File: src/rtl/cmd_serializer_pkg.sv
// Shared types and constants for the FX2 command-stream serializer.
package cmd_pkg;

  typedef enum logic [2:0] {
    IDLE,
    LEN,
    CMD,
    DATA,
    GAP
  } state_t;

  localparam logic [7:0] CMD_REG_WRITE = 8'h01;
  localparam logic [7:0] CMD_SEQ_COUNT = 8'h04;
  localparam int         CMD_HDR_BYTES = 2;

endpackage

File: src/rtl/cmd_serializer_if.sv
// Request handshake plus command-byte stream between a command source and the serializer.
interface cmd_serializer_if #(
  parameter int MAX_BYTES = 8
);
  logic                   req_valid;
  logic                   req_ready;
  logic [7:0]             req_cmd;
  logic [7:0]             req_len;
  logic [8*MAX_BYTES-1:0] req_payload;
  logic                   cmd_stall;
  logic                   cmd_wr;
  logic [7:0]             cmd_in;
  logic                   done;
  logic                   err;

  modport master (
    output req_valid, req_cmd, req_len, req_payload, cmd_stall,
    input  req_ready, cmd_wr, cmd_in, done, err
  );

  modport slave (
    input  req_valid, req_cmd, req_len, req_payload, cmd_stall,
    output req_ready, cmd_wr, cmd_in, done, err
  );
endinterface

File: src/rtl/cmd_serializer.sv
// Serializes one request into LEN, CMD, payload bytes; first byte the cycle after accept,
// registered outputs, cmd_stall holds the pending byte, GAP_CYCLES idle cycles after each command.
module cmd_serializer
  import cmd_pkg::*;
#(
  parameter int MAX_BYTES  = 8,
  parameter int GAP_CYCLES = 2
) (
  input logic             fx2_clk,
  input logic             reset,
  cmd_serializer_if.slave bus
);

  localparam state_t     END_STATE = (GAP_CYCLES == 0) ? IDLE : GAP;
  localparam logic [7:0] GAP_LOAD  = (GAP_CYCLES > 0) ? 8'(GAP_CYCLES - 1) : 8'd0;
  localparam logic [7:0] LEN_LIMIT = 8'(MAX_BYTES);

  state_t                 state, state_n;
  logic [7:0]             len_q, cmd_q;
  logic [8*MAX_BYTES-1:0] payload_q;
  logic [7:0]             idx, idx_n;
  logic [7:0]             gcnt, gcnt_n;
  logic                   wr_q, wr_n;
  logic [7:0]             byte_q, byte_n;
  logic                   done_q, done_n;
  logic                   err_q, err_n;
  logic                   latch;
  logic [7:0]             pay_byte;

  always_comb begin
    pay_byte = 8'h00;
    for (int i = 0; i < MAX_BYTES; i++) begin
      if (idx == 8'(i)) pay_byte = payload_q[8*i +: 8];
    end
  end

  // State marks the last byte put on the bus; the next edge emits the following one.
  always_comb begin
    state_n = state;
    wr_n    = 1'b0;
    byte_n  = byte_q;
    done_n  = 1'b0;
    err_n   = 1'b0;
    idx_n   = idx;
    gcnt_n  = gcnt;
    latch   = 1'b0;
    case (state)
      IDLE: begin
        if (bus.req_valid) begin
          if (bus.req_len > LEN_LIMIT) begin
            err_n = 1'b1;
          end else begin
            latch   = 1'b1;
            state_n = LEN;
            wr_n    = 1'b1;
            byte_n  = bus.req_len;
            idx_n   = 8'd0;
          end
        end
      end
      LEN: begin
        if (!bus.cmd_stall) begin
          state_n = CMD;
          wr_n    = 1'b1;
          byte_n  = cmd_q;
          done_n  = (len_q == 8'd0);
        end
      end
      CMD, DATA: begin
        if (idx == len_q) begin
          state_n = END_STATE;
          gcnt_n  = GAP_LOAD;
        end else if (!bus.cmd_stall) begin
          state_n = DATA;
          wr_n    = 1'b1;
          byte_n  = pay_byte;
          idx_n   = idx + 8'd1;
          done_n  = ((idx + 8'd1) == len_q);
        end
      end
      GAP: begin
        if (gcnt == 8'd0) state_n = IDLE;
        else gcnt_n = gcnt - 8'd1;
      end
      default: state_n = IDLE;
    endcase
  end

  always_ff @(posedge fx2_clk or posedge reset) begin
    if (reset) begin
      state     <= IDLE;
      len_q     <= 8'd0;
      cmd_q     <= 8'd0;
      payload_q <= '0;
      idx       <= 8'd0;
      gcnt      <= 8'd0;
      wr_q      <= 1'b0;
      byte_q    <= 8'h00;
      done_q    <= 1'b0;
      err_q     <= 1'b0;
    end else begin
      state  <= state_n;
      idx    <= idx_n;
      gcnt   <= gcnt_n;
      wr_q   <= wr_n;
      byte_q <= byte_n;
      done_q <= done_n;
      err_q  <= err_n;
      if (latch) begin
        len_q     <= bus.req_len;
        cmd_q     <= bus.req_cmd;
        payload_q <= bus.req_payload;
      end
    end
  end

  assign bus.req_ready = (state == IDLE);
  assign bus.cmd_wr    = wr_q;
  assign bus.cmd_in    = byte_q;
  assign bus.done      = done_q;
  assign bus.err       = err_q;

endmodule

File: src/flat_wrapper.sv
// flat-port wrapper written by rule: the top's interface ports become plain ports
module cmd_serializer_flat import cmd_pkg::*;
#(
  parameter int MAX_BYTES  = 8,
  parameter int GAP_CYCLES = 2
)
  (fx2_clk, reset, bus_req_valid, bus_req_cmd, bus_req_len, bus_req_payload, bus_cmd_stall, bus_req_ready, bus_cmd_wr, bus_cmd_in, bus_done, bus_err);
  cmd_serializer_if #(.MAX_BYTES(MAX_BYTES)) bus_i ();
  input logic fx2_clk;
  input logic reset;
  input wire logic [$bits(bus_i.req_valid)-1:0] bus_req_valid;
  input wire logic [$bits(bus_i.req_cmd)-1:0] bus_req_cmd;
  input wire logic [$bits(bus_i.req_len)-1:0] bus_req_len;
  input wire logic [$bits(bus_i.req_payload)-1:0] bus_req_payload;
  input wire logic [$bits(bus_i.cmd_stall)-1:0] bus_cmd_stall;
  output wire logic [$bits(bus_i.req_ready)-1:0] bus_req_ready;
  output wire logic [$bits(bus_i.cmd_wr)-1:0] bus_cmd_wr;
  output wire logic [$bits(bus_i.cmd_in)-1:0] bus_cmd_in;
  output wire logic [$bits(bus_i.done)-1:0] bus_done;
  output wire logic [$bits(bus_i.err)-1:0] bus_err;
  assign bus_i.req_valid = bus_req_valid;
  assign bus_i.req_cmd = bus_req_cmd;
  assign bus_i.req_len = bus_req_len;
  assign bus_i.req_payload = bus_req_payload;
  assign bus_i.cmd_stall = bus_cmd_stall;
  assign bus_req_ready = bus_i.req_ready;
  assign bus_cmd_wr = bus_i.cmd_wr;
  assign bus_cmd_in = bus_i.cmd_in;
  assign bus_done = bus_i.done;
  assign bus_err = bus_i.err;
  cmd_serializer #(.MAX_BYTES(MAX_BYTES), .GAP_CYCLES(GAP_CYCLES)) u_core (.fx2_clk(fx2_clk), .reset(reset), .bus(bus_i));
endmodule
File: config.mk
export PLATFORM = sky130hd
export DESIGN_NAME = cmd_serializer_flat
export DESIGN_NICKNAME = d
export VERILOG_FILES = /design/src/rtl/cmd_serializer_pkg.sv /design/src/rtl/cmd_serializer_if.sv /design/src/rtl/cmd_serializer.sv /design/src/flat_wrapper.sv
export SDC_FILE = /design/constraint.sdc
export NUM_CORES = 1
export LEC_CHECK = 0
export BUFFER_PORTS_ARGS = -buffer_cell sky130_fd_sc_hd__clkbuf_2
export CELL_PAD_IN_SITES_DETAIL_PLACEMENT = 0
export CELL_PAD_IN_SITES_GLOBAL_PLACEMENT = 1
export CORE_ASPECT_RATIO = 0.6
export CORE_MARGIN = 3
export CORE_UTILIZATION = 40
export CTS_CLUSTER_DIAMETER = 120
export CTS_CLUSTER_SIZE = 25
export DETAILED_ROUTE_END_ITERATION = 10
export GPL_ROUTABILITY_DRIVEN = 1
export PLACE_DENSITY_LB_ADDON = 0.08
export SLEW_MARGIN = 25
export SYNTH_ARGS = -nofsm -noshare
export SYNTH_HDL_FRONTEND = slang
export SYNTH_SLANG_ARGS = --single-unit
File: constraint.sdc
create_clock -name fx2_clk -period 2.9 [get_ports fx2_clk]
set_input_delay 0.29 -clock fx2_clk [delete_from_list [all_inputs] [get_ports fx2_clk]]
set_output_delay 0.29 -clock fx2_clk [all_outputs]
set_load 0.005 [all_outputs]
==> flow_summary_export.csv <==
group,metric,value,unit
place,dp_slack,271,ps
yosys,yosys.area.top_type,"dfrtp_1",
yosys,ys_types,51,
clocking,root_buffer,"clkbuf_16",
timing,setup_viol,0,
timing,grt_setup_unrepaired,"no",
critical_path,cp_max_fo,25,
finish,drive_gt1_share,35.6,%
drt,antenna_left,0,
grt,grt_use_total,19.1,%
yosys,synth_edf_count,0,
clocking,cts.sinks,110,
drt,first_pass_iters,5,
floorplanning,initial_core_util,41.5,%
timing,fmax,0.374,GHz
clocking,clk_path_buf_depth,2,
timing,setup_tns,0,ps
yosys,synth-seq-cells,110,
timing,tightest_slew,975,ps
clocking,cts_tree,"done",
timing,clock_skew,11.1,ps
timing,drv_slew,0,
floorplanning,rows,33,
power,power_leakage,3.19,nW
grt,overflow,0,
grt,grt_pass1_wl,23.7,mm
finish,multiInputGateArea,2690,um2
power,peakVddDrop,0.331,mV
timing,setup_ws,228,ps
yosys,async_flop_share,100,%
drt,drt_iter0_drc,246,
floorplanning,core-area,13800,um2
finish,nets,712,
drt,vias,4338,
yosys,synth_fp_nets,630,
place,io_buffer_count,95,
drt,drc_errors,0,
critical_path,critPathCaptureType,"register",
critical_path,cp.arrival,2900,ps
floorplanning,die_w,161,um
power,power,0.00620,W
power,powerDensity,928,nW/um2
grt,grt_pass1_vias,4313,
yosys,ys_warn_count,0,
clocking,path_clk_slew,80,ps
critical_path,worstPathRequired,3130,ps
place,dp_hpwl,11.0,mm
finish,area.sequential,2750,um2
timing,hold_slack,11.2,ps
timing,slew_headroom,35.0,%
run,drv_cap,0,
timing,finalCritPeriodShare,92.1,%
place,gp_congestion,0.831,
grt,antenna_found_initial,0,
yosys,avgSynthCellArea,10.6,um2
drt,post_drt_wl_per_cell,17.9,um
timing,final-hold-violation-count,0,
timing,min_period,2670,ps
yosys,synthesis.area,5730,um2
finish,fill_cells,1322,
clocking,ctsResizeCount,0,
drt,totalWireLength,14.7,mm
critical_path,critPathKind,"reg -> reg",
yosys,syn_inst,540,
clocking,cts_setup_buffers,0,
outcome,outcome,"finished, final reports clean",
finish,insertedDiodeCount,0,
clocking,htreeDepth,3,
clocking,cts_hold_buf,0,
finish,area_growth,16.6,%
grt,grt_max_degree,51,
floorplanning,die_h,98.7,um
worst_hold_path,hold_path.class,"in -> async",
yosys,seq_area_frac_synth,48.0,%
critical_path,worst_setup_path_start_kind,"register",
floorplanning,pin_count,96,
yosys,synth_area_leaders,"dfrtp_1 (48%), mux2_2 (17%), a221oi_1 (2.9%), nand2_1 (2.7%), xor2_1 (2.6%)",
clocking,cts_buffers,9,
yosys,synth_ff_type,"dfrtp_1",
yosys,synth.top_cell.area_share,48.0,%
drt,vias_per_cell,5.30,
clocking,clock_latency,350,ps
floorplanning,die_area,15900,um2
[logic make-up (layout without fill, tap and decap cells)]
group | after synthesis | after routing | share of synthesized area [%]
and+or+nand+nor | 150 | 150 | 13.9
DFF | 110 | 110 | 48.0
AOI/OAI and AO/OA | 98 | 98 | 11.3
muxes | 87 | 87 | 17.0
buffers and inverters | 69 | 156 | 5.37
xor gates and xnor gates | 20 | 20 | 3.05
adders and majority gates | 6 | 6 | 1.31
[per-stage QoR]
step           cells  area, um2  utilization (%)
4_1_cts          819       6690             48.3
3_5_place_dp     803       6400             46.3
5_1_grt          819       6690             48.3
6_report         819       6690             48.3
2_1_floorplan    540       5740                -
3_3_place_gp     803       6400             46.3
[per-layer routing]
layer,track usage (%),up-vias,part of all wire [%]
li1,-,2077,-
met1,29.9,2153,52
met2,27.1,100,41
met3,4.54,8,6.3
met4,2.87,0,0.54
met5,0,-,0
[report_power, final]
part           internal [W]  total [W]  leakage [nW]  switching, W
clock              0.000593    0.00120         0.133      0.000603
sequential          0.00206    0.00254          1.46      0.000481
combinational       0.00115    0.00247          1.60       0.00132
[cells in the mapped netlist (4+ instances only)]
library cell / instances
nor4_1: 4
xor2_1: 17
mux2_2: 85
buf_2: 6
buf_1: 5
nand3_1: 18
o211ai_1: 7
o21ai_0: 19
and2_1: 4
nand2_1: 41
inv_1: 31
nor2_1: 21
buf_6: 4
clkbuf_1: 20
or3_1: 6
a221oi_1: 19
a21oi_1: 26
ha_1: 6
nor2b_1: 9
nor3b_1: 6
o21ai_1: 8
a31oi_1: 4
nand3b_1: 8
nand2b_1: 8
dfrtp_1: 110
nor3_1: 10
[path summary, 6_finish.rpt]
| check | startpoint | end | slack [ps] | depth (start not counted) |
|---|---|---|---|---|
| worst max register to register | u_core.idx[0] | u_core.bus.cmd_in[0] | 230 | 7 |
| max in group asynchronous | reset | u_core.payload_q[20] | 2020 | 3 |
| worst min-delay path | reset | u_core.cmd_q[4] | 10 | 2 |
| worst min register to register | u_core.gcnt[0] | u_core.gcnt[0] | 510 | 1 |
| min in group fx2_clk | bus_req_cmd[7] | u_core.cmd_q[7] | 160 | 2 |
| worst max-delay path | u_core.idx[0] | u_core.bus.cmd_in[0] | 230 | 7 |
[layout by cell type, fill, tap and decap left out, drive strengths merged, types with 3 or more instances in the layout]
| cell | synthesis | final |
|---|---|---|
| o21ai | 27 | 27 |
| nor3 | 10 | 10 |
| a221oi | 19 | 19 |
| or3 | 6 | 6 |
| o211ai | 7 | 7 |
| clkinvlp | 0 | 3 |
| xnor2 | 3 | 3 |
| ha | 6 | 6 |
| nor2b | 9 | 9 |
| nand2b | 8 | 8 |
| nor2 | 21 | 21 |
| o311ai | 3 | 3 |
| nand2 | 41 | 41 |
| xor2 | 17 | 17 |
| dfrtp | 110 | 110 |
| buf | 18 | 14 |
| clkbuf | 20 | 104 |
| a21oi | 27 | 27 |
| a31oi | 5 | 5 |
| a211oi | 4 | 4 |
| nor4 | 5 | 5 |
| and2 | 4 | 4 |
| nand3 | 18 | 18 |
| and3 | 3 | 3 |
| nand3b | 8 | 8 |
| mux2 | 85 | 85 |
| nor3b | 6 | 6 |
| inv | 31 | 33 |
[critical path: stages (launching register included)]
cell and delay (ps):
dfrtp_1 480, inv_1 120, ha_1 810, nor2b_1 240, a21oi_1 60, o311ai_0 470, o21ai_1 100, mux2_2 270
[flip-flops by register name (all words and copies together) (netlist names)]
name / count
u_core.bus.cmd_wr: 1
u_core.bus.done: 1
u_core.payload_q: 64
u_core.bus.err: 1
u_core.len_q: 8
u_core.bus.cmd_in: 8
u_core.idx: 8
u_core.gcnt: 8
u_core.state: 3
u_core.cmd_q: 8
[cell type report]
type | count | area share, %
Inverter | 31 | 1.80
Clock buffer | 9 | 3.37
Timing Repair Buffer | 109 | 9.06
Sequential cell | 110 | 41.2
Multi-Input combinational cell | 361 | 40.2
Tap cell | 192 | 3.59
Clock inverter | 7 | 0.824
Note: power is estimated with default switching activity, not from simulation.
